## config.mk

```make
export PLATFORM = sky130hd
export DESIGN_NAME = button_irq_array
export DESIGN_NICKNAME = d
export VERILOG_FILES = /design/src/rtl/button_irq_array.sv
export SDC_FILE = /design/constraint.sdc
export NUM_CORES = 1
export LEC_CHECK = 0
export ABC_AREA = 1
export CORE_MARGIN = 4
export CORE_UTILIZATION = 39
export DETAILED_ROUTE_END_ITERATION = 7
export PLACE_DENSITY = 0.72
export SLEW_MARGIN = 10
export SYNTH_ARGS = -nofsm -noshare
export SYNTH_HDL_FRONTEND = slang
export SYNTH_SLANG_ARGS = --single-unit
```

## constraint.sdc

```tcl
create_clock -name clk -period 1.1 [get_ports clk]
set_clock_uncertainty 0.2 [all_clocks]
set_input_delay 0.11 -clock clk [delete_from_list [all_inputs] [get_ports clk]]
set_output_delay 0.11 -clock clk [all_outputs]
set_load 0.1 [all_outputs]
```

## src/rtl/button_irq_array.sv

```systemverilog
// Multi-channel push-button interrupt source in an IEI/IEO daisy chain; optional debounce via BUTTON_DEBOUNCE_EN.
// Latency: in[i] rise to pending[i] is SYNC_STAGES+DEBOUNCE_CYCLES+1 cycles (SYNC_STAGES+1 without debounce).
// Backpressure: pending bits hold until a falling ack edge retires the highest-priority one; no input stalling.
module button_irq_array #(
  parameter int CHANNELS        = 4,
  parameter int SYNC_STAGES     = 2,
  parameter int DEBOUNCE_CYCLES = 16,
  localparam int VW = (CHANNELS > 1) ? $clog2(CHANNELS) : 1
) (
  input  logic                clk,
  input  logic                rst,
  input  logic [CHANNELS-1:0] in,
  input  logic [CHANNELS-1:0] ie,
  input  logic                iei,
  input  logic                ack,
  output logic                ieo,
  output logic                irq,
  output logic [VW-1:0]       vector,
  output logic [CHANNELS-1:0] pending
);

  logic [SYNC_STAGES-1:0][CHANNELS-1:0] sync_q, sync_d;
  logic [CHANNELS-1:0] s, f, prev_q, prev_d, rise, set, clr, pending_q, pending_d;
  logic                ack_q, ack_d, ack_fall, any_pend;
  logic [VW-1:0]       sel;

  // Stage 0 takes the raw pin; the last stage is the synchronized level.
  always_comb begin
    sync_d = {sync_q[SYNC_STAGES-2:0], in};
    s      = sync_q[SYNC_STAGES-1];
  end

`ifdef BUTTON_DEBOUNCE_EN
  localparam int CW = $clog2(DEBOUNCE_CYCLES + 1);
  localparam logic [CW-1:0] CNT_MAX = CW'(DEBOUNCE_CYCLES - 1);

  logic [CHANNELS-1:0] filt_q, filt_d;
  logic [CW-1:0]       cnt_q [CHANNELS];
  logic [CW-1:0]       cnt_d [CHANNELS];

  always_comb begin
    filt_d = filt_q;
    for (int i = 0; i < CHANNELS; i++) begin
      cnt_d[i] = '0;
      if (s[i] != filt_q[i]) begin
        if (cnt_q[i] == CNT_MAX) filt_d[i] = s[i];
        else                     cnt_d[i]  = cnt_q[i] + CW'(1);
      end
    end
  end

  always_ff @(posedge clk) begin
    if (rst) begin
      filt_q <= '0;
      for (int i = 0; i < CHANNELS; i++) cnt_q[i] <= '0;
    end else begin
      filt_q <= filt_d;
      for (int i = 0; i < CHANNELS; i++) cnt_q[i] <= cnt_d[i];
    end
  end

  assign f = filt_q;
`else
  assign f = s;
`endif

  always_comb begin
    prev_d   = f;
    rise     = f & ~prev_q;
    set      = rise & ie;
    any_pend = |pending_q;
    sel      = '0;
    for (int i = CHANNELS - 1; i >= 0; i--) begin
      if (pending_q[i]) sel = VW'(i);
    end
    irq      = iei & any_pend;
    ieo      = iei & ~any_pend;
    ack_d    = ack;
    ack_fall = ack_q & ~ack;
    clr      = '0;
    for (int i = 0; i < CHANNELS; i++) begin
      clr[i] = ack_fall & irq & (sel == VW'(i));
    end
    // A fresh edge beats a same-cycle acknowledge on that channel.
    pending_d = (pending_q & ~clr) | set;
  end

  always_ff @(posedge clk) begin
    if (rst) begin
      sync_q    <= '0;
      prev_q    <= '0;
      pending_q <= '0;
      ack_q     <= 1'b1;
    end else begin
      sync_q    <= sync_d;
      prev_q    <= prev_d;
      pending_q <= pending_d;
      ack_q     <= ack_d;
    end
  end

  assign vector  = sel;
  assign pending = pending_q;

endmodule
```

==> impl_results.md <==
- Worst VDD drop: 0.00102 V
- Die area: 0.00235 mm2
- Rel. slew slack: 0.753
- PD cells: 1190 mW/mm2
- Slowest-stage cell, CP: dfxtp_4
- First-pass GRT wire length: ~2400 um
- Synthesized flop and latch total: 17
- I/O Pins: 20
- Worst reg-to-reg path cell count: 8
- Core Box Area: 0.00152 mm2
- Post-Syn Instances: 82
- P&R area growth vs syn: 81.4%
- Vias in the first global route: 605
- Max clock buf depth: 2
- Worst setup startpoint: pending[0]$_SDFF_PP0_
- DPL Wire Length: 1010 um
- IO Port Bufs: 19
- CP Depth: 4
- CTS buffer count: 3
- Die Height: 48.5 um
- Iter 0 DRT Violations: 2
- Grt total ovfl: 0
- WP buf/inv: 1
- Peak Freq: about 650 MHz
- Largest net degree at the start of global routing: 11
- Crit-path max cell delay: 0.38 ns
- Setup_tns: -3.02 ns
- CP arrival: roughly 1.2 ns
- Worst setup path category: reg2out
- FF-to-FF Start: pending[0]$_SDFF_PP0_
- Synth area leader: dfxtp_1
- Final net count: roughly 130
- Post-synthesis sequential area ratio: 0.533
- H-tree depth: 1
- Count leader, synth: nor2_1
- RSZ-0062 raised after global routing: yes
- Setup crit end: ieo
- Antenna Cells: 0
- Least-Margin Pin Slew: 0.370 ns
- Num Clock Sinks: 17
- CTS clk-pin slew, worst paths: about 0.09 ns
- Syn avg cell area: 7.78 um2
- Req. time, crit path: 0.79 ns
- Yosys warns: 0
- R2R Path End: pending[3]$_SDFF_PP0_
- Hold Fails Final Rpt: 0
- Final Util: 0.759
- Max cap viols: 0
- Failing checks: negative setup slack
- Final wirelength: ~1400 um
- Worst path cell trace: nor2_4, nand2_4, nor2_4, buf_12
- Worst setup SP type: flop
- Final ANT Viol Nets: 0
- Synth top area cells: dfxtp_1 (53%), nor2_1 (12%), inv_1 (11%)
- Main flop type after synthesis: dfxtp_1
- Standard-cell row count: 14
- Commonest cells in the netlist: nor2_1 (20), inv_1 (18), dfxtp_1 (17)
- Min Tclk post-route: 1.53 ns
- Synth Cell Area: 638 um2
- Post-synth ARST share: 0
- DRC viols: 0
- Hold Slack: 0.0735 ns
- Drt via density: 4.55
- Root Driver: clkbuf_4
- Netlist cell types: 12
- Fin crit share: 1.39
- Die width: 48.5 um
- Status: complete, but fails checks
- Yosys top cell area share: 0.533
- Critical path fanouts, max: 4
- CTS tree: done
- Initial antenna violation count: 0
- CTS Hold Buffers Added: 0
- Final count of pins violating max slew: 0
- Final setup violation count: 12
- Flop-to-flop setup slack: -0.39 ns
- Worst setup EP type: output port
- Final worst setup slack: -0.429 ns
- Clock latency at the later pin of the worst-skew pair: 0.28 ns
- Total power: 1.38 mW
- CP delay by family, top: flip-flops
- Layout cell share with drive strength beyond 1: 0.403
- Drt pass-1 iters: 4
- GR Util All Layers: 0.130
- Min-Delay Path Class: in2reg
- Post-synth EDFFs: 0
- DR WL/cell: about 11 um
- Leak pwr: about 0.54 nW
- Starting density of the core: 0.419
- Most common cell on crit path: nor2_4
- DR vias: 614
- Syn nets: 94
- Global placement routability congestion: approximately 0.85
## worst min path at each step
stage / slack [ns] / from / endpoint / cells after the start
2_1_floorplan: 0.02 / ack / ack_q$_SDFF_PP1_ / 1
4_1_cts: 0.13 / in[0] / sync_d[4]$_SDFF_PP0_ / 3
5_1_grt: 0.12 / rst / prev_q[0]$_SDFF_PP0_ / 2
3_3_place_gp: 0.19 / sync_d[6]$_SDFF_PP0_ / f[2]$_SDFF_PP0_ / 2
3_5_place_dp: 0.20 / sync_d[6]$_SDFF_PP0_ / f[2]$_SDFF_PP0_ / 2
6_report: 0.07 / rst / prev_q[0]$_SDFF_PP0_ / 2
## worst register-to-register path, stage by stage, from the launching register on
cell and delay [ns]:
dfxtp_4 0.38, nor2_4 0.19, nand2_4 0.08, buf_4 0.14
buf_4 0.12, buf_4 0.12, nand4_1 0.09, nand2_1 0.07
nand2_1 0.05
## flip-flops by register name, indices dropped and copies added (netlist names)
name / count
prev_q: 4
pending: 4
sync_d: 4
ack_q: 1
f: 4
## layout by cell type, fill, tap and decap left out
cell type and n:
clkbuf_4 3, buf_4 9, or2_2 1, inv_2 4, dfxtp_1 13, nand3b_1 4, buf_6 7, nand4_1 3
buf_12 8, nand2_1 8, dfxtp_4 4, nand2_4 1, clkdlybuf4s50_1 10, inv_1 14, nand2_2 4, nor2_4 4
nor2_1 17, a21oi_4 2, dlymetal6s2s_1 1, clkbuf_1 1, nor2_2 1
## layout make-up
| class | count | area [um2] |
|---|---|---|
| fillers | 101 | 367 |
| repair buffers | 35 | 419 |
| inverters | 18 | 67.6 |
| clock buffers | 4 | 26.3 |
| multi-input cells | 45 | 269 |
| well taps | 16 | 20.0 |
| flip-flops and latches | 17 | 355 |
## report_power, final
group / switching [mW] / leakage [nW] / internal, mW / total (mW)
Clock: 0.179 / 0.0150 / 0.141 / 0.320
Sequential: 0.0144 / 0.143 / 0.634 / 0.649
Combinational: 0.226 / 0.379 / 0.184 / 0.410
## cell families (layout without fill, tap and decap cells)
logic type / after synthesis / after routing / share of synthesized area
flops: 17 / 17 / 0.533
buf+inv: 20 / 57 / 0.141
simple gates: 43 / 43 / 0.304
compound gates: 2 / 2 / 0.0216
## what timing repair did
item,CTS,global route
hold endpoints to repair,0,0
endpoints found under the setup margin,12,21
pin swaps,5,7
gates resized for setup,8,7
setup buffers,4,2
## stage by stage
step	area (um2)	instances	setup slack [ns]
CTS	1120	133	-0.411
detailed placement	1050	126	-0.289
floorplan	697	82	-0.650
global placement	1050	126	-0.275
finish	1160	135	-0.429
global route	1160	135	-0.478
## per-layer routing
metal / global-route usage / vias to the layer above / share of wire
met2: 0.248 / 24 / 0.56
met1: 0.122 / 270 / 0.36
met4: 0.0852 / 0 / 0.022
met5: 0 / - / 0
met3: 0.0245 / 4 / 0.060
li1: - / 316 / -
No activity file was read; power rests on OpenSTA's default activity.
